<file path="src/rtl/demux_arb_pkg.sv">
// Shared definitions for the demux arbiter: FSM encoding, default widths and
// the destination one-hot decoder.
package demux_arb_pkg;

    localparam int unsigned DATA_W_DEF = 8;
    localparam int unsigned SEL_W_DEF  = 3;
    localparam int unsigned NUM_DEST   = 1 << SEL_W_DEF;

    typedef enum logic {
        IDLE  = 1'b0,
        ISSUE = 1'b1
    } state_t;

    // One-hot decode of a destination index into a write-strobe vector
    function automatic logic [NUM_DEST-1:0] dest_onehot(input logic [SEL_W_DEF-1:0] sel);
        dest_onehot = NUM_DEST'(1) << sel;
    endfunction

endpackage

</file>
<file path="src/rtl/rr_arbiter.sv">
// Combinational rotate-priority arbiter: the search starts one past ptr and
// wraps modulo N; the caller owns and updates the pointer register.
module rr_arbiter #(
    parameter int unsigned N     = 4,
    parameter int unsigned PTR_W = $clog2(N)
) (
    input  logic [N-1:0]     req,
    input  logic [PTR_W-1:0] ptr,
    output logic [N-1:0]     gnt
);

    logic [PTR_W:0]   w_sum;
    logic [PTR_W-1:0] w_idx;
    logic             w_found;

    // First asserted request after ptr, wrapping around
    always_comb begin
        gnt     = '0;
        w_sum   = '0;
        w_idx   = '0;
        w_found = 1'b0;
        for (int i = 1; i <= int'(N); i++) begin
            w_sum = {1'b0, ptr} + (PTR_W+1)'(i);
            if (w_sum >= (PTR_W+1)'(N)) begin
                w_sum = w_sum - (PTR_W+1)'(N);
            end
            w_idx = w_sum[PTR_W-1:0];
            if (!w_found && req[w_idx]) begin
                gnt[w_idx] = 1'b1;
                w_found    = 1'b1;
            end
        end
    end

endmodule

</file>
<file path="src/rtl/demux_arbiter.sv">
// Round-robin arbiter sharing one 8-way output demux among NUM_REQ producers.
// A granted request is captured, then driven onto the demux from registers
// until the addressed destination is ready, at which point a single one-hot
// write strobe is issued.
// Optional: DEMUX_ARB_WAIT_TIMEOUT_EN abandons a transfer (drop_err pulse)
// after TIMEOUT+1 ISSUE cycles without destination ready.
module demux_arbiter
    import demux_arb_pkg::*;
#(
    parameter int unsigned NUM_REQ = 4,
    parameter int unsigned DATA_W  = DATA_W_DEF,
    parameter int unsigned SEL_W   = SEL_W_DEF,
    parameter int unsigned TIMEOUT = 15
) (
    input  logic                        clk,
    input  logic                        reset,
    input  logic [NUM_REQ-1:0]          req_valid,
    input  logic [NUM_REQ*DATA_W-1:0]   req_data,
    input  logic [NUM_REQ*SEL_W-1:0]    req_dest,
    output logic [NUM_REQ-1:0]          req_ready,
    input  logic [(2**SEL_W)-1:0]       dest_ready,
    output logic [DATA_W-1:0]           dmx_data,
    output logic [SEL_W-1:0]            dmx_select,
    output logic [(2**SEL_W)-1:0]       dmx_we,
    output logic                        busy,
    output logic                        drop_err
);

    localparam int unsigned N_DEST = 2**SEL_W;
    localparam int unsigned PTR_W  = $clog2(NUM_REQ);

    // Reject out-of-range configurations at elaboration
    if (NUM_REQ < 2 || NUM_REQ > 8 || TIMEOUT == 0) begin : g_bad_cfg
        $error("demux_arbiter: NUM_REQ must be 2..8 and TIMEOUT nonzero");
    end

    state_t             r_state;
    logic [PTR_W-1:0]   r_rr_ptr;
    logic [DATA_W-1:0]  r_data_q;
    logic [SEL_W-1:0]   r_dest_q;
    logic               r_busy;

    logic [NUM_REQ-1:0] w_gnt;
    logic [PTR_W-1:0]   w_gnt_idx;
    logic [DATA_W-1:0]  w_sel_data;
    logic [SEL_W-1:0]   w_sel_dest;
    logic [N_DEST-1:0]  w_dest_oh;
    logic               w_dest_rdy;
    logic               w_drop;

    rr_arbiter #(
        .N     (NUM_REQ),
        .PTR_W (PTR_W)
    ) u_rr_arbiter (
        .req (req_valid),
        .ptr (r_rr_ptr),
        .gnt (w_gnt)
    );

    // Encode the grant and mux the winning requester's payload
    always_comb begin
        w_gnt_idx  = '0;
        w_sel_data = '0;
        w_sel_dest = '0;
        for (int i = 0; i < int'(NUM_REQ); i++) begin
            if (w_gnt[i]) begin
                w_gnt_idx  = PTR_W'(i);
                w_sel_data = req_data[i*DATA_W +: DATA_W];
                w_sel_dest = req_dest[i*SEL_W +: SEL_W];
            end
        end
    end

    if (SEL_W == SEL_W_DEF) begin : g_dec_pkg
        assign w_dest_oh = dest_onehot(r_dest_q);
    end else begin : g_dec_gen
        assign w_dest_oh = N_DEST'(1) << r_dest_q;
    end

    assign w_dest_rdy = dest_ready[r_dest_q];
    assign req_ready  = (r_state == IDLE) ? w_gnt : '0;
    assign dmx_we     = (r_state == ISSUE && w_dest_rdy) ? w_dest_oh : '0;
    assign dmx_data   = r_data_q;
    assign dmx_select = r_dest_q;
    assign busy       = r_busy;

`ifdef DEMUX_ARB_WAIT_TIMEOUT_EN
    localparam int unsigned CNT_W = $clog2(TIMEOUT + 1);

    logic [CNT_W-1:0] r_wait_cnt;

    // Give up on a destination that stays not-ready through the final wait cycle
    assign w_drop   = (r_state == ISSUE) && !w_dest_rdy && (r_wait_cnt == CNT_W'(TIMEOUT));
    assign drop_err = w_drop;
`else
    assign w_drop   = 1'b0;
    assign drop_err = 1'b0;
`endif

    // Arbitration / issue FSM with capture registers
    always_ff @(posedge clk or posedge reset) begin
        if (reset) begin
            r_state    <= IDLE;
            r_rr_ptr   <= PTR_W'(NUM_REQ - 1);
            r_data_q   <= '0;
            r_dest_q   <= '0;
            r_busy     <= 1'b0;
`ifdef DEMUX_ARB_WAIT_TIMEOUT_EN
            r_wait_cnt <= '0;
`endif
        end else begin
            case (r_state)
                IDLE: begin
                    if (|req_valid) begin
                        r_data_q   <= w_sel_data;
                        r_dest_q   <= w_sel_dest;
                        r_rr_ptr   <= w_gnt_idx;
                        r_state    <= ISSUE;
                        r_busy     <= 1'b1;
`ifdef DEMUX_ARB_WAIT_TIMEOUT_EN
                        r_wait_cnt <= '0;
`endif
                    end
                end
                ISSUE: begin
                    if (w_dest_rdy || w_drop) begin
                        r_state <= IDLE;
                        r_busy  <= 1'b0;
                    end
`ifdef DEMUX_ARB_WAIT_TIMEOUT_EN
                    else begin
                        r_wait_cnt <= r_wait_cnt + CNT_W'(1);
                    end
`endif
                end
                default: begin
                    r_state <= IDLE;
                    r_busy  <= 1'b0;
                end
            endcase
        end
    end

endmodule

</file>
<file path="config.mk">
export PLATFORM = sky130hd
export DESIGN_NAME = demux_arbiter
export DESIGN_NICKNAME = d
export VERILOG_FILES = /design/src/rtl/demux_arb_pkg.sv /design/src/rtl/rr_arbiter.sv /design/src/rtl/demux_arbiter.sv
export SDC_FILE = /design/constraint.sdc
export NUM_CORES = 1
export LEC_CHECK = 0
export ABC_AREA = 1
export BUFFER_PORTS_ARGS = -buffer_cell sky130_fd_sc_hd__buf_4
export CORE_UTILIZATION = 40
export CTS_CLUSTER_SIZE = 25
export DETAILED_ROUTE_END_ITERATION = 8
export MAX_ROUTING_LAYER = met4
export PLACE_DENSITY = 0.71
export SETUP_SLACK_MARGIN = 0.05
export SYNTH_ARGS = -nofsm -noshare
export SYNTH_HDL_FRONTEND = slang
export SYNTH_SLANG_ARGS = --single-unit
</file>
<file path="constraint.sdc">
create_clock -name clk -period 6.4 [get_ports clk]
set_input_delay 1.28 -clock clk [delete_from_list [all_inputs] [get_ports clk]]
set_output_delay 1.28 -clock clk [all_outputs]
set_load 0.01 [all_outputs]
</file>
# [Word level (Yosys, flattened, before mapping)]
# Index checks and enable logic that the tools add are counted.
[classes] n_reduce_logical=14 shift=1 n_bitwise=4 mux=48 n_eq_ne=2 n_addsub=8 n_lt_le_gt_ge=13
[op_table] op="8-bit two-way mux" count=5
[op_table] op="4-bit two-way mux" count=5
[op_table] op="1-bit two-way mux" count=17
[op_table] op="3-bit >= comparator, second input constant" count=4
[op_table] op="2-bit by 3-bit less-than comparator with 1-bit output, second input constant" count=4
[op_table] op="2-bit two-way mux" count=6
[op_table] op="3-bit two-way mux" count=4
[op_table] op="4-bit OR" count=3
[op_table] op="1-bit binary-select mux with 2-bit select" count=4
[op_table] op="1-bit demux with 2-bit select" count=4
[op_table] op="2-bit by 1-bit >= comparator with 1-bit output, second input constant" count=4
[op_table] op="1-bit logical AND" count=8
[op_table] op="1-bit by 3-bit << shifter with 8-bit output, first input constant" count=1
[op_table] op="2-bit by 1-bit subtractor with 2-bit output, second input constant" count=4
[op_table] op="2-bit by 2-bit adder with 3-bit output, second input constant" count=2
[op_table] op="3-bit by 4-bit less-than comparator with 1-bit output, second input constant" count=1
[op_table] op="2-bit by 1-bit != test with 1-bit output, second input constant" count=2
[op_table] op="1-bit case mux with 2 select lines" count=2
[op_table] op="2-bit AND reduction" count=2
[op_table] op="4-bit OR reduction" count=1
[op_table] op="2-bit by 1-bit adder with 3-bit output, second input constant" count=1
[op_table] op="2-bit by 3-bit adder with 3-bit output, second input constant" count=1
[op_table] op="1-bit binary-select mux with 3-bit select" count=1
[op_table] op="1-bit zero test" count=3
[op_table] op="1-bit inverter" count=1
[totals] inputBits=58 ff_bits=15

# [Longest topological paths before layout]
# Gate-level depths: netlist of run 1.
[logic_depth] depth_word=19 mapped_depth=16

# [Modules after synthesis]
# A second synthesis of run 1 with hierarchy kept.
[unflattened] cells_unflattened=273 hier_area_um2=1605.3
[by_module_without_submodules] module="demux_arbiter" cells_each=198 seq_area_each_um2=377.9 area_each_um2=1183.6 n_inst=1
[by_module_without_submodules] module="rr_arbiter" cells_each=75 seq_area_each_um2=0.0 area_each_um2=421.7 n_inst=1

# [Worst setup path after synthesis of run 1]
# No wires, ideal clock.
[synth_timing] path_kind="input port to output port" from="input port req_valid[2]" to="output port req_ready[2]" setup_slack_ns=2.835 required_ns=5.120 t_arrival_ns=2.285 path_stages=10 path_buffers=1 cell_sequence="nand2_1 > nand3_4 > nand2_4 > nand2_4 > nor2_4 > nand2_1 > nand2_2 > nor2_4 > buf_4 > nor2_1"
[synth_between] elab_chain_len=13 word_cells_on_any_way=25
[synth_rtl] element="start, declared" line="demux_arbiter.sv:17" text="input logic [NUM_REQ-1:0] req_valid,"
[synth_rtl] element="1-bit binary-select mux with 2-bit select" line="rr_arbiter.sv:28" text="if (!w_found && req[w_idx]) begin"
[synth_rtl] element="1-bit two-way mux (not written as such)" line="rr_arbiter.sv:28"
[synth_rtl] element="1-bit two-way mux" line="rr_arbiter.sv:28"
[synth_rtl] element="1-bit zero test" line="rr_arbiter.sv:28"
[synth_rtl] element="1-bit logical AND" line="rr_arbiter.sv:28"
[synth_rtl] element="1-bit two-way mux" line="rr_arbiter.sv:28"
[synth_rtl] element="1-bit zero test" line="rr_arbiter.sv:28"
[synth_rtl] element="1-bit logical AND" line="rr_arbiter.sv:28"
[synth_rtl] element="1-bit two-way mux" line="rr_arbiter.sv:28"
[synth_rtl] element="1-bit zero test" line="rr_arbiter.sv:28"
[synth_rtl] element="1-bit logical AND" line="rr_arbiter.sv:28"
[synth_rtl] element="4-bit two-way mux (*)" line="rr_arbiter.sv:28"
[synth_rtl] element="4-bit two-way mux (*)" line="demux_arbiter.sv:81" text="assign req_ready = (r_state == IDLE) ? w_gnt : '0;"
[synth_rtl] element="end, declared" line="demux_arbiter.sv:20" text="output logic [NUM_REQ-1:0] req_ready,"
# Mark *: on every way between the ends. The rest lies on a longest branch, timed or not. The select of a mux whose other input is x is not followed.

# [Worst setup path after layout of run 1]
[layout_timing] from="register r_rr_ptr[0]" to="output port req_ready[2]"
[layout_between] elab_chain_len=16 word_cells_on_any_way=61
[layout_rtl] element="start, declared" line="demux_arbiter.sv:38" text="logic [PTR_W-1:0] r_rr_ptr;"
[layout_rtl] element="start signal, assigned" line="demux_arbiter.sv:104" text="r_rr_ptr <= PTR_W'(NUM_REQ - 1);"
[layout_rtl] element="start signal, assigned" line="demux_arbiter.sv:117" text="r_rr_ptr <= w_gnt_idx;"
[layout_rtl] element="branches (longest 14 deep; another with 2-bit by 1-bit adder with 3-bit output)"
[layout_rtl] element="4-bit two-way mux (*)" line="rr_arbiter.sv:28"
[layout_rtl] element="4-bit two-way mux (*)" line="demux_arbiter.sv:81"
# Mark *: on every way between the ends. The select of a mux whose other input is x is not followed.

==> results of run 1 <==
cell type report:
class / count / area [µm²] / share of cell area
Multi-Input combinational cell: 226 / 1137 / 0.4851
Timing Repair Buffer: 82 / 615.6 / 0.2625
Sequential cell: 15 / 377.9 / 0.1612
Inverter: 28 / 105.1 / 0.04482
Tap cell: 50 / 62.56 / 0.02668
Clock buffer: 3 / 41.29 / 0.01761
Clock inverter: 1 / 5.005 / 0.002134
power groups by stage:
stage | Combinational [mW] | Sequential, mW | Clock (mW)
final | 0.960 | 0.201 | 0.0825
after global routing | 1.09 | 0.208 | 0.0869
after CTS | 0.968 | 0.200 | 0.0850
after detailed placement | 0.966 | 0.202 | 0
after global placement | 0.948 | 0.202 | 0
after floorplan | 0.706 | 0.206 | 0
cells in the final DEF (no fill, tap or decap):
cell | synthesis | layout
o21ai_0 | 3 | 3
nand3_4 | 1 | 1
nand2_2 | 7 | 7
dfrtp_1 | 13 | 13
buf_4 | 3 | 82
nor2_1 | 32 | 32
dfstp_2 | 2 | 2
clkinv_2 | 0 | 1
inv_2 | 6 | 6
conb_1 | 1 | 1
a21boi_1 | 3 | 3
a41oi_1 | 2 | 2
nor2_4 | 5 | 5
clkbuf_8 | 0 | 3
inv_1 | 22 | 22
nor2_8 | 1 | 1
nand3_2 | 3 | 3
nand3_1 | 41 | 41
nor2_2 | 1 | 1
nand2_1 | 102 | 102
nand2_4 | 2 | 2
a21oi_1 | 11 | 11
or2_2 | 1 | 1
nor4_1 | 1 | 1
ha_1 | 8 | 8
a31oi_1 | 1 | 1
registers in the layout, indices dropped and copies added (netlist names):
name	flops
busy	1
dmx_data	8
dmx_select	3
r_rr_ptr	2
r_state	1
routing by layer:
layer	routed length (µm)	up-vias	global-route usage
li1	-	1027	-
met1	2223	918	0.2923
met2	2426	61	0.4196
met3	204	4	0.01541
met4	41	0	0.05851
met5	0	-	-
per-stage QoR:
step,cells,hold slack (ns),utilization,instance area (µm²),power [mW]
2_1_floorplan,275,0.5385,-,1662,0.9115
3_3_place_gp,401,0.4952,0.5746,2298,1.150
3_5_place_dp,401,0.4905,0.5746,2298,1.168
4_1_cts,405,0.5131,0.5862,2345,1.254
5_1_grt,405,0.5418,0.5862,2345,1.387
6_report,405,0.5073,0.5862,2345,1.243
critical path: stages, from the launching register on:
cell and delay (ns):
dfstp_2 0.66, inv_2 0.16, ha_1 0.39, inv_1 0.09
nand3_2 0.14, nand2_4 0.09, nand2_4 0.10, nor2_4 0.05
nand2_1 0.07, nand2_2 0.07, nor2_4 0.29, nor2_1 0.07
buf_4 0.15
synth_stat cells:
cell	instances	share of area
dfrtp_1	13	0.20
ha_1	8	0.060
o21ai_0	3	0.0090
nor2_4	5	0.034
conb_1	1	0.0023
inv_2	6	0.014
nor4_1	1	0.0038
buf_4	3	0.014
dfstp_2	2	0.032
a31oi_1	1	0.0038
nor2_8	1	0.012
nand3_2	3	0.018
a21boi_1	3	0.014
nand2_2	7	0.026
a41oi_1	2	0.011
nor2_1	32	0.072
buf_6	1	0.0068
a21oi_1	11	0.033
nand2_4	2	0.014
nand3_4	1	0.011
nand3_1	41	0.12
or2_2	1	0.0038
nand2_1	102	0.23
nor2_2	1	0.0038
inv_1	22	0.050
clkbuf_1	2	0.0045
final timing paths:
check	from	to	slack (ns)	cells past startpoint
worst max-delay path	r_rr_ptr[0]	req_ready[2]	2.54	12
worst min-delay path	busy	busy	0.51	2
worst max register to register	r_rr_ptr[0]	dmx_select[0]	3.58	16
worst min register to register	busy	busy	0.51	2
max in group asynchronous	reset	dmx_data[6]	4.90	2
min in group asynchronous	reset	dmx_data[3]	1.09	2
kinds of logic (layout without fill, tap and decap cells):
family | after synthesis | count (layout) | share of synthesized area
DFF | 15 | 15 | 0.2274
adders and majority gates | 8 | 8 | 0.06024
buffers and inverters | 34 | 114 | 0.08810
AOI/OAI and AO/OA | 20 | 20 | 0.07003
other | 1 | 1 | 0.002257
and+or+nand+nor | 197 | 197 | 0.5520
==> results by group, run 1 <==
Logic synthesis
  • Synthesized cell area: 1662 µm²
  • Sequential share of the synthesized area: 0.2274
  • Yosys cell types: 26
  • Syn_nets: 341
  • Avg Cell Area, Syn: 6.042 µm²
  • Synthesized instance count: 275
  • Post-synthesis sequential element count: 15
  • Yosys synthesis warning count: 0

Clock network
  • Clock tree buffer depth: 2
  • TritonCTS clock tree: yes
  • Clock Latency Late Sink: 0.26 ns
  • Clock sink count: 15
  • Setup bufs post-CTS: 0
  • Post-cts sizing count: 0
  • CTS Hold Bufs: 0
  • Total CTS buffers: 3
  • H-tree depth: 1
  • CTS Root Cell: clkbuf_8
  • Clk slew on worst S/H paths: 0.07 ns

STA
  • Period utilisation layout: 0.6032
  • Achievable Freq: 259.1 MHz
  • Min Clock Period, post-route: 3.860 ns
  • RSZ-0062 raised after global routing: false
  • Slew HR: 0.5870
  • Fin Setup TNS: 0 ns
  • Final hold vios: 0
  • Slew @ Worst Pin: 0.6189 ns
  • Clk_skew: 0.007161 ns
  • Worst Setup Slack, final: 2.540 ns
  • Final Max Slew Viols: 0
  • Setup Viol. Count Final: 0

Pwr
  • Pint: 526.1 µW
  • Worst vdd ir: 0.0002511 V
  • PD cells: 530.3 nW/µm²
  • Fraction of power consumed by the clock network: 0.066
  • Sw Ratio: 0.5769
  • NetSw: 717.3 µW
  • Register share of total power: 0.162
  • Logic gate share of total power: 0.772
  • Static Leak: 1.325 nW

Final layout
  • Number of diodes: 0
  • Layout area overhead: 41.11%
  • Fill cell count: 399
  • Nets@finish: 422
  • Share of cells above drive strength 1: 0.3239

Placed design
  • DP HPWL: 3911 µm
  • Port-buffer cells: 81
  • GP Congestion: 0.8742
  • DP Worst Slack: 2.607 ns

Floorplanning
  • Die area: 4416 µm²
  • Initial Util: 0.4154
  • Die H: 66.45 µm
  • Core box area: 4000 µm²
  • Row count: 23
  • Die X: 66.45 µm
  • IO Pins: 83

GRT
  • Vias in the first global route: 1798
  • Initial antenna violation count: 0
  • Pin count of the biggest net entering global routing: 17
  • Total Routing Usage GR: 0.2369
  • Total gr overflow: 0
  • First-pass GRT wire length: 7859 µm

Worst hold path
  • Worst min path class: reg -> reg

Route
  • Starting DRC count in detailed routing: 108
  • Antenna viol nets, final: 0
  • WL final: 4896 µm
  • DR vias: 2010
  • First-pass DRT Iterations: 4
  • Per-cell routed wire length: 12.09 µm
  • # DRC: 0
  • DR vias/cell: 4.963

Worst setup path
  • CP arrival: 2.58 ns
  • Setup crit end kind: output pin
  • Crit Path Class: reg -> out
  • Critical Path Start Type: register
  • Worst Path Required: 5.12 ns
  • Critical-path maximum fanout: 15

Flow run
  • MaxCap Viol Count: 0

Status
  • Status: finished, final reports clean
Note: power is estimated with default switching activity, not from simulation.
==> run 2, diff against run 1 <==
==> constraint.sdc (replaced) <==
create_clock -name clk -period 3.7 [get_ports clk]
set_input_delay 0.74 -clock clk [delete_from_list [all_inputs] [get_ports clk]]
set_output_delay 0.74 -clock clk [all_outputs]
set_load 0.01 [all_outputs]
==> run 2 against run 1 <==
Sequential power rose by 70%; register-to-register slack got worse by 2.5 ns; core utilization rose by 0.19 points; global-route usage rose by 0.51 points; clock skew fell by 0.0039 ns; cell area rose by 0.32%; combinational power rose by 76%; critical path type unchanged; flip-flop and latch count did not move; wire length rose by 2.3%; highest routed layer unchanged; critical endpoint is now req_ready[1].
==> results by group, run 2 (synthesized netlist as in run 1, its figures left out) <==
Route
  • Antenna viol nets, final: 0
  • # DRC: 0
  • WL final: 5008 µm
  • DR vias/cell: 4.946
  • Starting DRC count in detailed routing: 108
  • Per-cell routed wire length: 12.33 µm
  • DR vias: 2008
  • First-pass DRT Iterations: 5

Clock network
  • H-tree depth: 1
  • Post-cts sizing count: 0
  • Setup bufs post-CTS: 0
  • Clock tree buffer depth: 2
  • CTS Hold Bufs: 0
  • Total CTS buffers: 3
  • CTS Root Cell: clkbuf_8
  • TritonCTS clock tree: yes
  • Clk slew on worst S/H paths: 0.07 ns
  • Clock Latency Late Sink: 0.25 ns
  • Clock sink count: 15

STA
  • Achievable Freq: 311.3 MHz
  • Slew @ Worst Pin: 0.6306 ns
  • Fin Setup TNS: 0 ns
  • RSZ-0062 raised after global routing: false
  • Clk_skew: 0.003248 ns
  • Final Max Slew Viols: 0
  • Slew HR: 0.5780
  • Min Clock Period, post-route: 3.212 ns
  • Setup Viol. Count Final: 0
  • Final hold vios: 0
  • Period utilisation layout: 0.8681

Final layout
  • Fill cell count: 402
  • Nets@finish: 423
  • Most frequent cells in the layout: 102 x nand2_1, 83 x buf_4, 41 x nand3_1
  • Final core utilization: 0.5881
  • Most common cell after layout, fill and taps aside: nand2_1
  • Layout area overhead: 41.57%
  • Max reg flops: 8
  • Share of cells above drive strength 1: 0.3258
  • Number of diodes: 0
  • Fin cells: 406

Status
  • Status: finished, final reports clean

Floorplanning
  • Core box area: 4000 µm²
  • IO Pins: 83
  • Initial Util: 0.4154
  • Row count: 23
  • Die area: 4416 µm²
  • Die H: 66.45 µm
  • Die X: 66.45 µm

GRT
  • Initial antenna violation count: 0
  • Met3 Usage GRT: 0.02055
  • Total Routing Usage GR: 0.2420
  • Met2 Usage GRT: 0.4222
  • Met1 GRT Util: 0.3063
  • First-pass GRT wire length: 8066 µm
  • Pin count of the biggest net entering global routing: 17
  • Total gr overflow: 0
  • Vias in the first global route: 1774
  • Top Usage Layer GRT: met2

Worst setup path
  • Critical Path, Cell by Cell: inv_2 -> ha_1 -> inv_1 -> nand3_2 -> nand2_4 -> nand2_4 -> nor2_4 -> nand2_1 -> nand2_1 -> nor2_4 -> nor2_1 -> buf_4
  • Critical-path maximum fanout: 11
  • Peak per-stage delay on the critical path: 0.64 ns
  • Setup crit end kind: output pin
  • Crit Path Class: reg -> out
  • CP arrival: 2.47 ns
  • Critical path's slowest cell: dfstp_2
  • Family with the most delay on the worst path: simple AND/OR/NAND/NOR gates
  • Critical Path Start Type: register
  • Worst Path Required: 2.96 ns
  • Worst path buffer plus inverter count: 3

Pwr
  • Fraction of power consumed by the clock network: 0.063
  • Pint: 927.6 µW
  • Register share of total power: 0.157
  • Static Leak: 1.330 nW
  • Worst vdd ir: 0.0004664 V
  • PD cells: 922.4 nW/µm²
  • Sw Ratio: 0.5725
  • Logic gate share of total power: 0.780
  • NetSw: 1.242 mW

Placed design
  • GP Congestion: 0.8740
  • Port-buffer cells: 81
  • Placed Instances: 402
  • DP HPWL: 4063 µm

Worst hold path
  • Worst min path class: reg -> reg

Flow run
  • MaxCap Viol Count: 0
run 2: cell count changes in the layout (fill, tap and decap cells not counted), sizes merged:
cell / previous run / this run
buf: 82 / 83
run 2: worst min-delay path: stages, from the launching register on:
cell	delay (ns)
dfrtp_1	0.34
o21ai_0	0.08
inv_1	0.06
run 2: power groups by stage:
stage | Combinational [mW] | Clock (mW) | Sequential [mW]
2_1_floorplan | 1.22 | 0 | 0.355
3_3_place_gp | 1.66 | 0 | 0.342
3_5_place_dp | 1.68 | 0 | 0.345
4_1_cts | 1.69 | 0.140 | 0.341
5_1_grt | 1.91 | 0.147 | 0.354
6_report | 1.69 | 0.137 | 0.341
run 2: cell type report:
class / instances / area, µm² / share of cell area
multi-input cells: 226 / 1137 / 0.4835
repair buffers: 83 / 623.1 / 0.2649
flip-flops and latches: 15 / 377.9 / 0.1606
inverters: 28 / 105.1 / 0.04468
well taps: 50 / 62.56 / 0.02660
clock buffers: 3 / 41.29 / 0.01755
clock inverters: 1 / 5.005 / 0.002128
run 2: worst paths after layout:
path                              from  depth (start not counted)             to  slack (ns)
setup / recovery           r_rr_ptr[0]                         12   req_ready[1]        0.49
setup reg to reg           r_rr_ptr[0]                         16  dmx_select[0]        1.05
hold reg to reg                   busy                          2           busy        0.51
max in group asynchronous        reset                          2    dmx_data[0]        2.73
min in group asynchronous        reset                          2    dmx_data[4]        0.57
hold / removal                    busy                          2           busy        0.51
run 2: metrics by stage:
stage | cell area [µm²] | worst slack, ns | power (mW) | hold slack, ns
2_1_floorplan | 1662 | 0.8659 | 1.577 | 0.5385
3_3_place_gp | 2306 | 0.8168 | 2.006 | 0.5010
3_5_place_dp | 2306 | 0.7524 | 2.030 | 0.5068
4_1_cts | 2352 | 0.4819 | 2.172 | 0.5241
5_1_grt | 2352 | 0.2977 | 2.408 | 0.5690
6_report | 2352 | 0.4880 | 2.170 | 0.5118
run 2: layer usage:
metal  part of all wire  wire length [µm]
met5                  0                 0
met4             0.0064                32
met3              0.053               263
met2               0.49              2471
met1               0.45              2240
==> run 3, diff against run 2 <==
--- a/config.mk
+++ b/config.mk
@@ -7,6 +7,7 @@
 export LEC_CHECK = 0
 export ABC_AREA = 1
 export BUFFER_PORTS_ARGS = -buffer_cell sky130_fd_sc_hd__buf_4
+export CORE_ASPECT_RATIO = 0.6
 export CORE_UTILIZATION = 40
 export CTS_CLUSTER_SIZE = 25
 export DETAILED_ROUTE_END_ITERATION = 8
==> run 3 against run 2 <==
Power grew 0.66%; setup slack lost 0.10 ns; highest routed layer unchanged; largest power group unchanged; sequential power grew 2%; via count is essentially flat; critical endpoint is now req_ready[2]; global-route usage grew 2.0 points; fmax shrank 3.1%; flip-flop and latch count is the same; largest cell class unchanged; cell count shrank 0.99%.
==> results by group, run 3 (synthesized netlist as in run 1, its figures left out) <==
Status
  • Status: finished, final reports clean

Clock network
  • CTS Root Cell: clkbuf_8
  • CTS Hold Bufs: 0
  • Post-cts sizing count: 0
  • H-tree depth: 1
  • Clock Latency Late Sink: 0.26 ns
  • Setup bufs post-CTS: 0
  • TritonCTS clock tree: yes
  • Total CTS buffers: 3
  • Clock tree buffer depth: 2
  • Clk slew on worst S/H paths: 0.07 ns
  • Clock sink count: 15

Worst setup path
  • Critical-path maximum fanout: 15
  • CP arrival: 2.57 ns
  • Worst Path Required: 2.96 ns
  • Critical Path Start Type: register
  • Setup crit end kind: output pin
  • Crit Path Class: reg -> out
  • Cells on worst reg2reg path: 15

Floorplanning
  • Die H: 51.93 µm
  • Initial Util: 0.4340
  • IO Pins: 83
  • Die X: 85.21 µm
  • Core box area: 3829 µm²
  • Row count: 17
  • Die area: 4424 µm²

Pwr
  • Static Leak: 1.325 nW
  • Worst vdd ir: 0.0004026 V
  • PD cells: 932.9 nW/µm²

Placed design
  • Port-buffer cells: 81
  • DP HPWL: 4263 µm
  • DP Worst Slack: 0.6730 ns
  • GP Congestion: 0.9960
  • Placed Instances: 398

GRT
  • Total Routing Usage GR: 0.2619
  • First-pass GRT wire length: 8521 µm
  • Pin count of the biggest net entering global routing: 16
  • Total gr overflow: 0
  • Initial antenna violation count: 0
  • Vias in the first global route: 1737

Final layout
  • Share of cells above drive strength 1: 0.3239
  • Most common cell after layout, fill and taps aside: nand2_1
  • Layout area overhead: 40.89%
  • Number of diodes: 0
  • Nets@finish: 422
  • Max reg flops: 8
  • Final core utilization: 0.6114
  • Most frequent cells in the layout: 102 x nand2_1, 82 x buf_4, 41 x nand3_1
  • Fin cells: 402

STA
  • Clk_skew: 0.003114 ns
  • RSZ-0062 raised after global routing: false
  • Fin Setup TNS: 0 ns
  • Slew HR: 0.5826
  • Setup Viol. Count Final: 0
  • WHS: 0.5152 ns
  • Worst Setup Slack, final: 0.3857 ns
  • Final Max Slew Viols: 0
  • Slew @ Worst Pin: 0.6254 ns
  • Period utilisation layout: 0.8958
  • Final hold vios: 0
  • Min Clock Period, post-route: 3.314 ns
  • Achievable Freq: 301.7 MHz

Route
  • Per-cell routed wire length: 13.19 µm
  • Antenna viol nets, final: 0
  • DR vias: 2009
  • DR vias/cell: 4.998
  • Starting DRC count in detailed routing: 172
  • WL final: 5302 µm
  • First-pass DRT Iterations: 4
  • # DRC: 0

Worst hold path
  • Hold path depth: 2
  • Worst min path class: reg -> reg

Flow run
  • MaxCap Viol Count: 0
## run 3: routing by layer
layer / part of all wire / vias up / GRT usage / routed length, µm
li1: - / 1030 / - / -
met1: 0.51 / 900 / 0.3921 / 2686
met2: 0.39 / 75 / 0.3669 / 2088
met3: 0.095 / 4 / 0.05238 / 504
met4: 0.0043 / 0 / 0.03390 / 23
met5: 0 / - / - / 0
## run 3: critical path: stages (launching register included)
cell,delay [ns]
dfstp_2,0.65
inv_2,0.14
ha_1,0.38
inv_1,0.08
nand3_2,0.14
nand2_4,0.09
nand2_4,0.10
nor2_4,0.05
nand2_1,0.07
nand2_2,0.07
nor2_4,0.30
nor2_1,0.08
buf_4,0.15
## run 3: power by group
group	total [mW]	switching (mW)	leakage [nW]	internal, mW
combinational	1.69	1.11	1.12	0.584
sequential	0.347	0.0923	0.178	0.255
clock	0.144	0.0691	0.0255	0.0749
total	2.18	1.27	1.33	0.914
## run 3: worst paths after layout
kind / startpoint / endpoint / slack, ns
worst max-delay path: r_rr_ptr[0] / req_ready[2] / 0.39
worst min-delay path: busy / busy / 0.52
worst max register to register: r_rr_ptr[0] / dmx_data[1] / 0.88
worst min register to register: busy / busy / 0.52
max in group asynchronous: reset / dmx_data[7] / 2.74
min in group asynchronous: reset / dmx_data[1] / 0.56
## run 3: stage by stage
step	area, µm²	power, mW
finish	2341	2.184
global route	2341	2.416
CTS	2341	2.175
detailed placement	2295	2.026
global placement	2295	2.008
floorplan	1662	1.577
## run 3: final cells by class
type,count,area (µm²)
clock buffer,3,41.29
inverter,28,105.1
multi-input combinational,226,1137
tap,47,58.81
sequential,15,377.9
fill,369,1488
clock inverter,1,5.005
timing repair buffer,82,615.6
